===== src/rtl/state_sequencer.sv =====
// rtl/state_sequencer.sv - Programmable state playback engine driving the configuration controller request port.
module state_sequencer #(
    parameter int DEPTH  = 8,
    parameter int ADDR_W = 3
) (
    input  logic              clk,
    input  logic              rst,
    input  logic              clk_en,
    input  logic              prog_we,
    input  logic [ADDR_W-1:0] prog_addr,
    input  logic [2:0]        prog_state,
    input  logic [15:0]       prog_tdur,
    input  logic [15:0]       prog_hold,
    input  logic [ADDR_W:0]   seq_len,
    input  logic              loop_en,
    input  logic              start,
    input  logic              stop,
    input  logic              transitioning,
    input  logic [2:0]        transition_to,
    output logic [2:0]        state_select,
    output logic [15:0]       transition_duration,
    output logic              seq_busy,
    output logic [ADDR_W-1:0] seq_index,
    output logic              step_strobe,
    output logic              seq_done,
    output logic              seq_error
);
    typedef enum logic [1:0] {S_IDLE, S_LAND, S_HOLD} state_t;

    localparam logic [ADDR_W:0] MAX_LEN = (ADDR_W+1)'(DEPTH);

    state_t            fsm;
    logic [15:0]       hold_cnt;
    logic [17:0]       watchdog;

    logic [2:0]        tbl_state [DEPTH];
    logic [15:0]       tbl_tdur  [DEPTH];
    logic [15:0]       tbl_hold  [DEPTH];

    logic [ADDR_W:0]   eff_len;
    logic              is_last;
    logic              landed;
    logic [17:0]       wd_inc;
    logic [17:0]       wd_limit;
    logic [ADDR_W-1:0] issue_idx;
    logic              do_issue;

    // Program port is independent of the tick so the host can load at full clock rate.
    always_ff @(posedge clk or posedge rst) begin
        if (rst) begin
            for (int i = 0; i < DEPTH; i++) begin
                tbl_state[i] <= '0;
                tbl_tdur[i]  <= '0;
                tbl_hold[i]  <= '0;
            end
        end else if (prog_we) begin
            tbl_state[prog_addr] <= prog_state;
            tbl_tdur[prog_addr]  <= prog_tdur;
            tbl_hold[prog_addr]  <= prog_hold;
        end
    end

    assign eff_len  = (seq_len > MAX_LEN) ? MAX_LEN : seq_len;
    assign is_last  = ({1'b0, seq_index} + (ADDR_W+1)'(1)) >= eff_len;
    assign landed   = !transitioning && (transition_to == state_select);
    assign wd_inc   = (watchdog == '1) ? watchdog : watchdog + 18'd1;
    assign wd_limit = {2'b00, (transition_duration == 16'd0) ? 16'd1 : transition_duration} + 18'd8;

    always_comb begin
        do_issue  = 1'b0;
        issue_idx = '0;
        if (clk_en && !stop) begin
            case (fsm)
                S_IDLE: do_issue = start && (eff_len != '0);
                S_HOLD: begin
                    do_issue = (hold_cnt == 16'd0) && (!is_last || loop_en);
                    if (!is_last) begin
                        issue_idx = seq_index + ADDR_W'(1);
                    end
                end
                default: ;
            endcase
        end
    end

    always_ff @(posedge clk or posedge rst) begin
        if (rst) begin
            fsm                 <= S_IDLE;
            state_select        <= '0;
            transition_duration <= '0;
            seq_index           <= '0;
            seq_busy            <= 1'b0;
            step_strobe         <= 1'b0;
            seq_done            <= 1'b0;
            seq_error           <= 1'b0;
            hold_cnt            <= '0;
            watchdog            <= '0;
        end else begin
            step_strobe <= 1'b0;
            seq_done    <= 1'b0;
            if (clk_en) begin
                if (stop) begin
                    fsm      <= S_IDLE;
                    seq_busy <= 1'b0;
                end else begin
                    case (fsm)
                        S_IDLE: ;
                        S_LAND: begin
                            if (landed) begin
                                fsm <= S_HOLD;
                            end else if (wd_inc > wd_limit) begin
                                seq_error <= 1'b1;
                                fsm       <= S_IDLE;
                                seq_busy  <= 1'b0;
                            end else begin
                                watchdog <= wd_inc;
                            end
                        end
                        S_HOLD: begin
                            if (hold_cnt != 16'd0) begin
                                hold_cnt <= hold_cnt - 16'd1;
                            end else if (is_last && !loop_en) begin
                                seq_done <= 1'b1;
                                fsm      <= S_IDLE;
                                seq_busy <= 1'b0;
                            end
                        end
                        default: fsm <= S_IDLE;
                    endcase
                    // Issue overrides whatever the case above scheduled for this tick.
                    if (do_issue) begin
                        if (fsm == S_IDLE) begin
                            seq_error <= 1'b0;
                        end
                        fsm                 <= S_LAND;
                        seq_busy            <= 1'b1;
                        state_select        <= tbl_state[issue_idx];
                        transition_duration <= tbl_tdur[issue_idx];
                        seq_index           <= issue_idx;
                        hold_cnt            <= tbl_hold[issue_idx];
                        watchdog            <= '0;
                        step_strobe         <= 1'b1;
                    end
                end
            end
        end
    end
endmodule


===== config.mk =====
export PLATFORM = sky130hd
export DESIGN_NAME = state_sequencer
export DESIGN_NICKNAME = d
export VERILOG_FILES = /design/src/rtl/state_sequencer.sv
export SDC_FILE = /design/constraint.sdc
export NUM_CORES = 1
export LEC_CHECK = 0
export ABC_AREA = 0
export CORE_AREA = 4 4 181 183
export CTS_CLUSTER_SIZE = 40
export DETAILED_ROUTE_END_ITERATION = 8
export DIE_AREA = 0 0 185 187
export PLACE_DENSITY = 0.76
export SYNTH_ARGS = -nofsm -noshare
export SYNTH_HDL_FRONTEND = slang
export SYNTH_SLANG_ARGS = --single-unit
export TNS_END_PERCENT = 50

===== constraint.sdc =====
create_clock -name clk -period 12.4 [get_ports clk]
set_clock_uncertainty 0.15 [all_clocks]
set_input_delay 3.1 -clock clk [delete_from_list [all_inputs] [get_ports clk]]
set_output_delay 3.1 -clock clk [all_outputs]
set_load 0.1 [all_outputs]

Yosys cells after proc, flatten, opt, wreduce, memory -nomap -nowiden
Cells that the tools add are included.

word-level totals
  word-level logic and storage cells = 144
  memories = 0
  register bits = 342
  input port bits = 53
  bits in read-only memories = 0
  memory bits (writable) = 0
  latch bits = 0
  output and inout port bits = 26

cells by class
  bitwise operators = 3
  multiplexer cells = 58
  magnitude comparators = 6
  eq/ne operators = 12
  $add $sub $neg = 5
  $mul = 0
  div/mod/pow operators = 0
  shift-type cells = 0
  reductions and logical operators = 26

operators by type and width
  operator                                                   count
  bitwise mux 128 bit                                        2
  2-to-1 mux 16 bit                                          9
  binary-select mux 16 bit (select 3 bit)                    2
  2-to-1 mux 18 bit                                          5
  demux 16 bit (select 3 bit)                                1
  logical NOT 16 bit                                         2
  bitwise mux 24 bit                                         1
  2-to-1 mux 1 bit                                           20
  adder 18 x 1 -> 18 bit (second input constant)             1
  == test 18 bit (second input constant)                     1
  > comparator 18 x 17 -> 1 bit                              1
  2-to-1 mux 3 bit                                           6
  adder 16 x 4 -> 17 bit (second input constant)             1
  != test 4 bit (second input constant)                      4
  nonzero test 16 bit                                        1
  subtractor 16 x 1 -> 16 bit (second input constant)        1
  2-to-1 mux 2 bit                                           6
  AND reduction 5 bit                                        2
  binary-select mux 3 bit (select 3 bit)                     1
  demux 3 bit (select 3 bit)                                 1
  greater-or-equal comparator 4 bit (second input constant)  2
  inverter 3 -> 4 bit                                        2
  nonzero test 4 bit                                         2
  logical AND 1 bit                                          6
  24 further kinds                                           30

Longest topological paths before layout
Gate-level depths: netlist of run 1.

  depth after elaboration = 11
  depth in mapped cells = 16
  mapped depth without buffers = 15

Worst setup path before layout of run 1
Ideal clock, no wire load.

  kind = input to register
  from = input seq_len[0]
  to = register transition_duration[14]
  arrival = 5.201 ns
  stages on the path = 10
  buffers on the path = 1
  slack = 6.973 ns
  path through = nor2b_1 > ha_1 > nand2b_4 > a211o_1 > a2111oi_4 > buf_2 > nand2_1 > a311oi_1 > a21oi_1 > o21ai_1

between the ends
  cells in the longest elaborated chain, start to end = 10

RTL lines
  item                                                   line  source
  from (decl)                                            14    input logic [ADDR_W:0] seq_len,
  > comparator 4 bit                                     63    assign eff_len = (seq_len > MAX_LEN) ? MAX_LEN : seq_len;
  2-to-1 mux 4 bit (*)                                   63
  greater-or-equal comparator 4 bit                      64    assign is_last = ({1'b0, seq_index} + (ADDR_W+1)'(1)) >= eff_len;
  2-to-1 mux 3 bit                                       77    if (!is_last) begin
  2-to-1 mux 3 bit                                       73    case (fsm)
  2-to-1 mux 3 bit                                       72    if (clk_en && !stop) begin
  inverter 3 -> 4 bit (implied by the code)              138   transition_duration <= tbl_tdur[issue_idx];
  binary-select mux 16 bit (select 3 bit)                138
  2-to-1 mux 16 bit (implied by the code) (2 in series)  138
  to (signal assigned)                                   138
  to (decl)                                              21    output logic [15:0] transition_duration,

Every way passes the cells marked *; elsewhere a longest branch is shown, timed or not. The select of a mux whose other input is x is not followed.
A chain may end at the register's enable or synchronous reset.

Final worst setup path of run 1
  from = input seq_len[3]
  to = register hold_cnt[7]

between the ends
  cells in the longest elaborated chain, start to end = 11

RTL lines
  item                                                   line  source
  > comparator 4 bit                                     63
  2-to-1 mux 4 bit (*)                                   63
  greater-or-equal comparator 4 bit                      64
  2-to-1 mux 3 bit                                       77
  2-to-1 mux 3 bit                                       73
  2-to-1 mux 3 bit                                       72
  inverter 3 -> 4 bit (implied by the code)              140   hold_cnt <= tbl_hold[issue_idx];
  binary-select mux 16 bit (select 3 bit)                140
  2-to-1 mux 16 bit (implied by the code) (2 in series)  140
  2-to-1 mux 16 bit                                      131   if (do_issue) begin
  to (signal assigned)                                   121   hold_cnt <= hold_cnt - 16'd1;
  to (signal assigned)                                   140
  to (decl)                                              33    logic [15:0] hold_cnt;

Marked as above.

==> reports/qor_table.md, run 1 <==
| Metric | Value | Unit |
|---|---|---|
| Gates resized, CTS repair | 0 | - |
| Total number of vias | 12300 | - |
| Worst setup slack after placement | 5640 | ps |
| Register-to-register setup slack | 7540 | ps |
| # IOs | 79 | - |
| Gr ovfl total | 0 | - |
| Number of vias per cell after detailed routing | 6.30 | - |
| Share of synthesized registers carrying an async set or reset | 100 | % |
| Wire length of the first global-routing pass | 70.0 | mm |
| Starting density of the core | 54.3 | % |
| Count of state elements after synthesis | 342 | - |
| CP peak stage delay | 580 | ps |
| Setup total negative slack | 0 | ps |
| Mux cell area share after synthesis | 22.5 | % |
| Buffers inserted by post-CTS timing repair | 0 | - |
| Num rows | 65 | - |
| Die Footprint | 34600 | sq um |
| # port buffers | 78 | - |
| Number of filler cells placed in the layout | 2438 | - |
| Post-route DRC | 0 | - |
| Count leader, synth | dfrtp_1 | - |
| Dominant combinational cell family by area after synthesis | multiplexers | - |
| Pin count of the biggest net entering global routing | 175 | - |
| Buffer and inverter count on the worst path | 5 | - |
| Cell types with the largest area share after synthesis | dfrtp_1, mux2_2, nand2_1 | - |
| Antenna diode count | 0 | - |
| Number of buffers created by CTS | 36 | - |
| Clock tree from TritonCTS | yes | - |
| Global-route usage over all layers | 25.1 | % |
| Number of violations of the max-capacitance limit | 0 | - |
| Maximum fanout encountered on the critical timing path | 62 | - |
| RSZ-0062 raised after global routing | no | - |
| Via count of the first global-routing pass | 12900 | - |
| Clk Tree Root Cell | clkbuf_16 | - |
| Clock transition at the registers of the reported paths | 60 | ps |
| Cells traversed along the worst timing path | clkdlybuf4s50_1, inv_1, nand2_1, ha_1, o21a_1, nor2_1, o311ai_1, and2_2, buf_4, inv_2, buf_4, a32oi_1, o211ai_1 | - |
| Top achievable clock speed | 159 | MHz |
| Detailed Routing Iterations Pass 1 | 5 | - |
| Distinct cell type count after synthesis | 70 | - |
| Number of antenna violations at the first check in global routing | 2 | - |
| Number of buffers inserted by hold repair at cts | 0 | - |
| Yosys warning count | 0 | - |
| Startpoint of the most critical hold path | tbl_tdur[15]$_DFFE_PP0P_ | - |
| Power per cell area | 196 | nW/um^2 |
| Synth Area in Compound Gates | 11.2 | % |
| Synth top area share | 50.4 | % |
| Seq pwr share | 42.4 | % |
| Post-layout nets | 1602 | - |
| Ys flop type | dfrtp_1 | - |
| CTS H-tree depth | 2 | - |
| Start of the worst register-to-register path | seq_index[0]$_DFFE_PP0P_ | - |
| Worst hold path class | reg2reg | - |
| Syn Nets | 1553 | - |
| Die W | 185 | um |
| Result of the run | finished, final reports clean | - |
| CP startpoint kind | input port | - |
| Area added between synthesis and finish | 13.9 | % |
| Post-Synth Simple-Gate Area | 8.89 | % |
| Setup Crit Path Kind | in2reg | - |
| Clock sink count | 342 | - |
| Yosys top cell by area | dfrtp_1 | - |
| Post-synthesis share of cell area spent on full adders, half adders and majority gates | 2.07 | % |
| Top cells by count, synth | dfrtp_1, mux2_2, nand2_1 | - |
| DR WL/cell | 22.1 | um |
| Post-route setup slack | 6100 | ps |
| Summed instance area of the synthesized netlist | 17000 | sq um |
| Pint | 0.00247 | W |
| Fraction of the yosys area taken by sequential cells | 50.4 | % |
| Mapped Cells | 1472 | - |
| Post-synthesis xor/xnor area fraction | 2.17 | % |
| Clock network fraction of total power | 28.9 | % |
| Maximum clock insertion buffer count | 3 | - |
| Number of DRC violations after detailed-routing iteration 0 | 1079 | - |
| Area occupied by multi-input gates | 8000 | sq um |
| Hold Vio Cnt, Final | 0 | - |
| Relative slew margins | 22.1 | % |
| Leakage | 8.02 | nW |
| Part of the cycle the worst path needs | 50.8 | % |
| Hold path endpoint | tbl_tdur[15]$_DFFE_PP0P_ | - |
| Placer congestion estimate | 0.891 | - |
| Master of the slowest instance on the critical path | buf_4 | - |
| Gate power share | 28.8 | % |
| Net Sw Power | 0.00131 | W |
| Actual transition at the worst max-transition pin | 1160 | ps |
| Switching Share | 34.7 | % |
| Placeable core area | 31200 | sq um |
| Data arrival time of the critical path | 6530 | ps |
| Endpoint required time on the critical path | 12630 | ps |
| Max Transition Viols Final | 0 | - |
| Min Tclk post-route | 6300 | ps |
| Final HPWL DP | 25.8 | mm |
| Top delay family on crit path | buffers and inverters | - |
| Share of the core filled with cells | 61.9 | % |
| Final setup viols | 0 | - |
| Number of synthesized flops with an enable pin | 0 | - |
| Total length of routed wires | 43.1 | mm |
| Fraction of layout cells with a size suffix above 1 | 26.0 | % |
| Cell repeated most along the worst path | buf_4 | - |
| DIE HEIGHT | 187 | um |
| Average cell area after synthesis | 11.5 | sq um |
| Kind of end point of the critical path | register | - |
| Number of nets with antenna violations after routing | 0 | - |
| Cells on worst reg2reg path | 13 | - |
| Hold Crit Depth | 1 | - |
| Worst reg2reg path endpoint | hold_cnt[7]$_DFFE_PP0P_ | - |
| Area taken by flip-flops and latches | 8560 | sq um |
| Source-to-sink clock delay at the later pin of the worst-skew pair | 520 | ps |
| Peak supply drop | 135 | uV |
per-stage QoR:
stage	instances	total power (W)	cell area, sq um	hold WS [ps]
after floorplan	1472	0.00238	17000	321
after global placement	1885	0.00265	18100	332
after detailed placement	1885	0.00270	18100	337
after CTS	1951	0.00379	19300	351
after global routing	1951	0.00397	19300	360
final	1951	0.00378	19300	349
power by group through the flow:
stage	Clock [W]	Sequential [W]	Combinational, W
floorplan	0	0.00179	0.000597
global placement	0	0.00159	0.00105
detailed placement	0	0.00161	0.00109
CTS	0.00111	0.00159	0.00109
global route	0.00116	0.00163	0.00118
finish	0.00109	0.00160	0.00109
layout make-up:
cell class | instances | share of cell area, %
inverter | 23 | 0.466
timing repair buffer | 101 | 5.00
sequential | 342 | 44.3
clock buffer | 57 | 5.75
clock inverter | 9 | 0.531
tap | 402 | 2.60
multi-input combinational | 1017 | 41.4
worst max path at each step:
stage | start | endpoint | slack (ps) | cells after the start
after global placement | seq_len[3] | hold_cnt[7]$_DFFE_PP0P_ | 5700 | 13
after floorplan | rst | fsm[0]$_DFFE_PP0P_ | 4580 | 1
after global routing | seq_len[3] | hold_cnt[7]$_DFFE_PP0P_ | 5870 | 13
after CTS | seq_len[3] | hold_cnt[7]$_DFFE_PP0P_ | 6130 | 13
final | seq_len[3] | hold_cnt[7]$_DFFE_PP0P_ | 6100 | 13
after detailed placement | seq_len[3] | hold_cnt[7]$_DFFE_PP0P_ | 5640 | 13
layer usage:
metal	wire, um	vias up	GRT usage, %
met5	25	-	0
met4	960	4	6.72
met3	2960	91	4.90
met2	20100	414	39.4
met1	19000	6281	36.1
li1	-	5509	-
state kept, by name, summed over array words and instances (netlist names), 2 cells and up:
register             cells
seq_index                3
state_select             3
fsm                      2
tbl_state               24
tbl_hold               128
transition_duration     16
tbl_tdur               128
hold_cnt                16
watchdog                18
cell families after synthesis:
group / count (synthesis)
multiplexers: 342
adder cells (fa/ha/maj): 28
flip-flops: 342
AO/OA/AOI/OAI: 295
XOR/XNOR: 42
buffers and inverters: 113
AND/OR/NAND/NOR: 310
cells in the final DEF, fill, tap and decap left out, types with 6 or more instances in the layout:
cell / synthesis / routed
ha_1: 28 / 27
nor4_1: 11 / 11
clkdlybuf4s50_1: 0 / 78
nor2b_1: 7 / 7
o211ai_1: 10 / 10
o21ai_0: 40 / 39
nor2_1: 47 / 47
o21ai_1: 37 / 37
or3_1: 6 / 6
a22oi_1: 21 / 21
nand2_1: 128 / 128
a21oi_1: 92 / 92
xor2_1: 15 / 15
clkbuf_16: 0 / 37
nand2b_1: 6 / 6
clkbuf_8: 0 / 11
and3_1: 10 / 10
mux2i_1: 42 / 42
dfrtp_1: 342 / 342
clkbuf_1: 60 / 9
buf_4: 3 / 22
mux2_2: 299 / 299
xnor2_1: 27 / 27
o32ai_1: 7 / 7
nor3_1: 21 / 19
nand3_1: 37 / 37
inv_1: 22 / 21
a211oi_1: 11 / 11
nand4_1: 10 / 10
a31oi_1: 15 / 15
Note: power is estimated with default switching activity, not from simulation.
==> run 2, diff against run 1 <==
CORE_AREA = 4 4 172 174   (was 4 4 181 183)
DIE_AREA = 0 0 176 178   (was 0 0 185 187)
PLACE_DENSITY = 0.8   (was 0.76)
clock period = 5.8 ns   (was 12.4 ns; I/O delays follow)
==> run 2 against run 1 <==
Against the previous run:
- global-route usage rose by 2.7 points
- wire length rose by 1.1%
- total power rose by 110%
- non-clock buffer count rose by 3
- count of clock-buffer cells in the layout rose by 1
- sequential cell count did not move
- register-to-register slack got worse by 6200 ps
- clock power rose by 110%
- setup slack got worse by 4800 ps
- via count rose by 2.2%
- final cell count fell by 1.1%
- largest power group unchanged
- die area fell by 9.4%
- highest routed layer is now met4
==> reports/qor_table.md, run 2 (synthesized netlist as in run 1, its figures left out) <==
| Metric | Value | Unit | vs previous |
|---|---|---|---|
| Result of the run | finished, final reports clean | - |  |
| Pin count of the biggest net entering global routing | 143 | - | -18% |
| Setup Crit Path Kind | reg2reg | - |  |
| Total length of routed wires | 43.5 | mm | +1.1% |
| Hold Vio Cnt, Final | 0 | - | unchanged |
| Endpoint required time on the critical path | 6090 | ps | -6540 ps |
| Power per cell area | 420 | nW/um^2 | +110% |
| Commonest non-fill, non-tap cell in the layout | dfrtp_1 | - |  |
| Worst setup slack after placement | 963 | ps | -4680 ps |
| Gr ovfl total | 0 | - | unchanged |
| Antenna diode count | 0 | - | unchanged |
| Actual transition at the worst max-transition pin | 1010 | ps | -158 ps |
| CTS H-tree depth | 2 | - | unchanged |
| Number of nets with antenna violations after routing | 0 | - | unchanged |
| Number of DRC violations after detailed-routing iteration 0 | 1228 | - | +14% |
| Part of the cycle the worst path needs | 77.2 | % |  |
| Gates resized, CTS repair | 0 | - | unchanged |
| Master of the slowest instance on the critical path | nor4_2 | - |  |
| Pint | 0.00526 | W | +110% |
| Top achievable clock speed | 223 | MHz |  |
| Min Tclk post-route | 4480 | ps |  |
| # IOs | 79 | - | unchanged |
| Wire length of the first global-routing pass | 69.8 | mm | -0.30% |
| Maximum clock insertion buffer count | 3 | - | unchanged |
| Global-route usage over all layers | 27.9 | % | +2.7 points |
| Leakage | 8.03 | nW | about the same |
| Placeable core area | 27800 | sq um | -11% |
| Number of buffers created by CTS | 37 | - | +2.8% |
| Peak supply drop | 231 | uV | +71% |
| Worst Hold Slack | 349 | ps | -0.254 ps |
| Net Sw Power | 0.00286 | W | +120% |
| Number of buffers inserted by hold repair at cts | 0 | - | unchanged |
| Post-route setup slack | 1320 | ps | -4780 ps |
| Clk Tree Root Cell | clkbuf_16 | - |  |
| Placer congestion estimate | 0.942 | - | +5.7% |
| Final HPWL DP | 26.0 | mm | +0.70% |
| Area added between synthesis and finish | 14.0 | % | about the same |
| # port buffers | 78 | - | unchanged |
| Starting density of the core | 61.1 | % | +6.7 points |
| Post-route DRC | 0 | - | unchanged |
| Worst setup path startpoint | watchdog[0]$_DFFE_PP0P_ | - |  |
| Worst hold path class | reg2reg | - |  |
| Buffers inserted by post-CTS timing repair | 0 | - | unchanged |
| Source-to-sink clock delay at the later pin of the worst-skew pair | 530 | ps | about the same |
| Cells on worst reg2reg path | 15 | - | +2 |
| Share of the core filled with cells | 69.6 | % | +7.7 points |
| RSZ-0062 raised after global routing | no | - |  |
| Register-to-register setup slack | 1320 | ps | -6220 ps |
| DIE HEIGHT | 178 | um | -4.8% |
| Die Footprint | 31300 | sq um | -9.4% |
| Sum of internal, switching and leakage power | 0.00812 | W | +110% |
| Cells traversed along the worst timing path | ha_1, inv_1, nor4_2, nand3_1, nand3_1, xnor2_1, ha_1, nand4_1, or3_1, o32ai_1, a31oi_1, buf_4, or2_1, or3_1, a21oi_1 | - |  |
| Switching Share | 35.2 | % | +0.56 points |
| CP startpoint kind | register | - |  |
| DR WL/cell | 22.6 | um | +2.2% |
| Fraction of layout cells with a size suffix above 1 | 25.9 | % | -0.16 points |
| Relative slew margins | 32.7 | % | +11 points |
| Kind of end point of the critical path | register | - |  |
| Setup total negative slack | 0 | ps | unchanged |
| Clock transition at the registers of the reported paths | 60 | ps | about the same |
| Clock sink count | 342 | - | unchanged |
| Seq pwr share | 42.3 | % | about the same |
| Via count of the first global-routing pass | 13000 | - | +1.0% |
| Detailed Routing Iterations Pass 1 | 5 | - | unchanged |
| Post-layout nets | 1606 | - | +0.25% |
| Data arrival time of the critical path | 4770 | ps | -1760 ps |
| Worst setup path endpoint | watchdog[7]$_DFFE_PP0P_ | - |  |
| Num rows | 61 | - | -6.2% |
| Total number of vias | 12600 | - | +2.2% |
| CP peak stage delay | 510 | ps | -70 ps |
| Clock tree from TritonCTS | yes | - |  |
| Die W | 176 | um | -4.9% |
| Number of antenna violations at the first check in global routing | 0 | - | -2 |
| Final setup viols | 0 | - | unchanged |
| Number of violations of the max-capacitance limit | 0 | - | unchanged |
| Clock network fraction of total power | 28.7 | % | -0.2 points |
| Start of the worst register-to-register path | watchdog[0]$_DFFE_PP0P_ | - |  |
| Gate power share | 29.1 | % | +0.3 points |
| Number of vias per cell after detailed routing | 6.51 | - | +3.3% |
| Worst reg2reg path endpoint | watchdog[7]$_DFFE_PP0P_ | - |  |
| Max Transition Viols Final | 0 | - | unchanged |
| Commonest cells after routing, fill and taps aside | dfrtp_1, mux2_2, nand2_1 | - |  |
| Leading registers by flop count | tbl_hold: 128 flops, tbl_tdur: 128 flops, tbl_state: 24 flops | - |  |
| Maximum fanout encountered on the critical timing path | 14 | - | -77% |
[run 2: cell count changes in the layout (fill, tap and decap cells not counted)]
cell | previous run | this run
clkbuf_8 | 11 | 8
clkinv_2 | 5 | 2
clkbuf_1 | 9 | 13
buf_12 | 1 | 4
clkinv_8 | 0 | 2
inv_6 | 2 | 1
[run 2: power groups by stage]
stage	clock, W	sequential, W	combinational [W]
2_1_floorplan	0	0.00382	0.00128
3_3_place_gp	0	0.00341	0.00226
3_5_place_dp	0	0.00344	0.00234
4_1_cts	0.00236	0.00341	0.00236
5_1_grt	0.00246	0.00349	0.00255
6_report	0.00233	0.00343	0.00236
[run 2: worst min-delay path by stage]
| stage | from | to | cells after the start |
|---|---|---|---|
| after floorplan | tbl_tdur[46]$_DFFE_PP0P_ | tbl_tdur[46]$_DFFE_PP0P_ | 1 |
| after global placement | tbl_tdur[46]$_DFFE_PP0P_ | tbl_tdur[46]$_DFFE_PP0P_ | 1 |
| after detailed placement | tbl_hold[27]$_DFFE_PP0P_ | tbl_hold[27]$_DFFE_PP0P_ | 1 |
| after CTS | tbl_hold[27]$_DFFE_PP0P_ | tbl_hold[27]$_DFFE_PP0P_ | 1 |
| after global routing | tbl_hold[103]$_DFFE_PP0P_ | tbl_hold[103]$_DFFE_PP0P_ | 1 |
| final | tbl_tdur[46]$_DFFE_PP0P_ | tbl_tdur[46]$_DFFE_PP0P_ | 1 |
[run 2: per-stage QoR]
step,instance area (sq um),std cells
global placement,18100,1864
floorplan,17000,1472
CTS,19300,1929
finish,19300,1929
detailed placement,18100,1864
global route,19300,1929
[run 2: cell type report]
class,count,area (sq um)
Sequential cell,342,8560
Clock inverter,7,111
Clock buffer,58,1080
Inverter,23,90.1
Multi-Input combinational cell,1017,8000
Fill cell,1957,8440
Tap cell,378,473
Timing Repair Buffer,104,1030
[run 2: per-layer routing]
metal	global-route usage, %	up-vias	part of all wire [%]	wire, um
li1	-	5498	-	-
met1	39.2	6372	43	18800
met2	43.7	575	46	19900
met3	6.19	119	8.4	3670
met4	8.77	0	2.6	1130
met5	0	-	0	0
[run 2: critical path, delay by kind of cell (launching register included)]
kind | cells | cell delay (ps)
AO/OA/AOI/OAI | 3 | 500
XOR/XNOR | 1 | 110
adder cells (fa/ha/maj) | 2 | 570
buffers and inverters | 2 | 290
flip-flops | 1 | 430
AND/OR/NAND/NOR | 7 | 2330
==> run 3, diff against run 2 <==
clock period = 4.2 ns   (was 5.8 ns; I/O delays follow)
==> run 3 against run 2 <==
Against the previous run:
- hold slack improved by 3.2 ps
- total power is 40% higher
- count of clock-buffer cells in the layout decreased by 11
- setup slack got worse by 1100 ps
- core utilization is 1.2 points higher
- sequential power up 38%
- largest power group unchanged
==> reports/qor_table.md, run 3 (synthesized netlist as in run 1, its figures left out) <==
| Metric | Value | Unit | vs previous |
|---|---|---|---|
| Clock transition at the registers of the reported paths | 60 | ps | about the same |
| Leakage | 8.22 | nW | +2.4% |
| Cell area after placement | 18400 | sq um | +1.4% |
| Worst hold path class | reg2reg | - |  |
| Maximum clock insertion buffer count | 3 | - | unchanged |
| Kind of end point of the critical path | register | - |  |
| Commonest cells after routing, fill and taps aside | dfrtp_1, mux2_2, nand2_1 | - |  |
| # port buffers | 78 | - | unchanged |
| Part of the cycle the worst path needs | 93.6 | % | +16 points |
| Setup total negative slack | 0 | ps | unchanged |
| Fraction of layout cells with a size suffix above 1 | 28.4 | % | +2.6 points |
| Top achievable clock speed | 254 | MHz | +14% |
| DIE HEIGHT | 178 | um | unchanged |
| Global-route usage over all layers | 28.5 | % | +0.66 points |
| # IOs | 79 | - | unchanged |
| Data arrival time of the critical path | 4180 | ps | -590 ps |
| Final setup viols | 0 | - | unchanged |
| Leading registers by flop count | tbl_hold: 128 flops, tbl_tdur: 128 flops, tbl_state: 24 flops | - |  |
| Number of buffers inserted by hold repair at cts | 0 | - | unchanged |
| Hold Vio Cnt, Final | 0 | - | unchanged |
| Clock sink count | 342 | - | unchanged |
| Post-route cell area | 19700 | sq um | +1.7% |
| Met1 WL | 19.4 | mm | +2.8% |
| Gr ovfl total | 0 | - | unchanged |
| Placeable core area | 27800 | sq um | unchanged |
| Clock tree from TritonCTS | yes | - |  |
| Die W | 176 | um | unchanged |
| Worst setup slack after placement | 111 | ps | -852 ps |
| Hold Crit Depth | 1 | - | unchanged |
| Post-route DRC | 0 | - | unchanged |
| Number of nets with antenna violations after routing | 0 | - | unchanged |
| Maximum fanout encountered on the critical timing path | 13 | - | -1 |
| Peak supply drop | 372 | uV | +61% |
| Starting density of the core | 61.1 | % | unchanged |
| Detailed Routing Iterations Pass 1 | 5 | - | unchanged |
| RSZ-0062 raised after global routing | no | - |  |
| Power per cell area | 577 | nW/um^2 | +37% |
| Met3 WL | 3.58 | mm | -2.4% |
| CTS H-tree depth | 2 | - | unchanged |
| Number of vias per cell after detailed routing | 6.43 | - | -1.3% |
| Area taken by flip-flops and latches | 8560 | sq um | about the same |
| Met2 wirelength from detailed routing | 20.4 | mm | +2.8% |
| Actual transition at the worst max-transition pin | 996 | ps | -9.80 ps |
| Number of DRC violations after detailed-routing iteration 0 | 1147 | - | -6.6% |
| Result of the run | finished, final reports clean | - |  |
| Worst Hold Slack | 352 | ps | +3.16 ps |
| Source-to-sink clock delay at the later pin of the worst-skew pair | 520 | ps | about the same |
| Total length of routed wires | 44.2 | mm | +1.5% |
| Min Tclk post-route | 3930 | ps | -546 ps |
| Number of violations of the max-capacitance limit | 0 | - | unchanged |
| Clk Tree Root Cell | clkbuf_16 | - |  |
| Placer congestion estimate | 0.934 | - | -0.83% |
| Num rows | 61 | - | unchanged |
| Via count of the first global-routing pass | 13000 | - | +0.19% |
| Endpoint required time on the critical path | 4450 | ps | -1640 ps |
| Number of buffers created by CTS | 37 | - | unchanged |
| Pin count of the biggest net entering global routing | 100 | - | -30% |
| Setup Crit Path Kind | reg2reg | - |  |
| Area added between synthesis and finish | 16.0 | % |  |
| Total number of vias | 12600 | - | +0.25% |
| Post-route setup slack | 269 | ps | -1050 ps |
| Post-layout nets | 1636 | - | +1.9% |
| Commonest non-fill, non-tap cell in the layout | dfrtp_1 | - |  |
| Cells on worst reg2reg path | 15 | - | unchanged |
| Max Transition Viols Final | 0 | - | unchanged |
| Area occupied by multi-input gates | 8030 | sq um | +0.44% |
| Final HPWL DP | 26.7 | mm | +2.7% |
| Top routing layer used | met5 | - |  |
| Register-to-register setup slack | 270 | ps | -1050 ps |
| DR WL/cell | 22.6 | um | about the same |
| Wire length of the first global-routing pass | 71.0 | mm | +1.7% |
| Number of antenna violations at the first check in global routing | 2 | - | +2 |
| Number of filler cells placed in the layout | 1988 | - | +1.6% |
| Relative slew margins | 33.4 | % | +0.70 points |
| CP startpoint kind | register | - |  |
| Die Footprint | 31300 | sq um | unchanged |
-- run 3: cell types whose count changed in the layout (fill, tap and decap cells not counted), moves of 2 or more --
| cell | previous run | this run |
|---|---|---|
| clkinv_2 | 2 | 9 |
| buf_4 | 22 | 49 |
| clkinvlp_4 | 1 | 3 |
| clkinv_8 | 2 | 0 |
| clkbuf_8 | 8 | 6 |
| buf_12 | 4 | 8 |
| bufinv_16 | 2 | 4 |
| clkbuf_1 | 13 | 4 |
-- run 3: worst max-delay path, stage by stage (launching register included) --
cell and delay, ps:
dfrtp_1 430, and4_1 240, and2_1 210, and3_1 230
or3_4 380, nor2_1 130, xor2_1 100, ha_1 300
nand4_1 130, or3_1 360, o32ai_2 260, a31oi_1 80
buf_4 210, nor4_1 370, xnor2_1 160, nor2_1 50
-- run 3: path summary, 6_finish.rpt --
kind,start,endpoint
worst min-delay path,tbl_hold[31]$_DFFE_PP0P_,tbl_hold[31]$_DFFE_PP0P_
min in group asynchronous,rst,watchdog[5]$_DFFE_PP0P_
worst max register to register,watchdog[14]$_DFFE_PP0P_,watchdog[4]$_DFFE_PP0P_
max in group asynchronous,rst,tbl_hold[103]$_DFFE_PP0P_
worst min register to register,tbl_hold[31]$_DFFE_PP0P_,tbl_hold[31]$_DFFE_PP0P_
worst max-delay path,watchdog[14]$_DFFE_PP0P_,watchdog[4]$_DFFE_PP0P_
-- run 3: area by class of cell --
| type | count | share of cell area, % |
|---|---|---|
| clock buffer | 47 | 5.20 |
| clock inverter | 17 | 1.00 |
| inverter | 23 | 0.458 |
| multi-input combinational | 1017 | 40.8 |
| antenna | 1 | 0.0127 |
| sequential | 342 | 43.5 |
| tap | 378 | 2.40 |
| timing repair buffer | 134 | 6.60 |
-- run 3: what timing repair did --
action	CTS	global route
gates resized for setup	0	9
endpoints found under the setup margin	0	17
buffers inserted	0	2
-- run 3: power breakdown --
group / switching (W) / internal [W]
Combinational: 0.00202 / 0.00133
Sequential: 0.000651 / 0.00408
Clock: 0.00131 / 0.00197
Total: 0.00398 / 0.00738
-- run 3: per-layer routing --
metal,track usage [%],up-vias
li1,-,5577
met1,40.5,6442
met2,45.4,501
met3,6.06,73
met4,7.21,2
met5,0,-
-- run 3: stage by stage --
step	util, %	std cells	power [W]
after floorplan	-	1472	0.00704
after global placement	66.2	1892	0.00790
after detailed placement	66.2	1892	0.00803
after CTS	70.6	1956	0.0113
after global routing	70.8	1959	0.0118
final	70.8	1959	0.0114
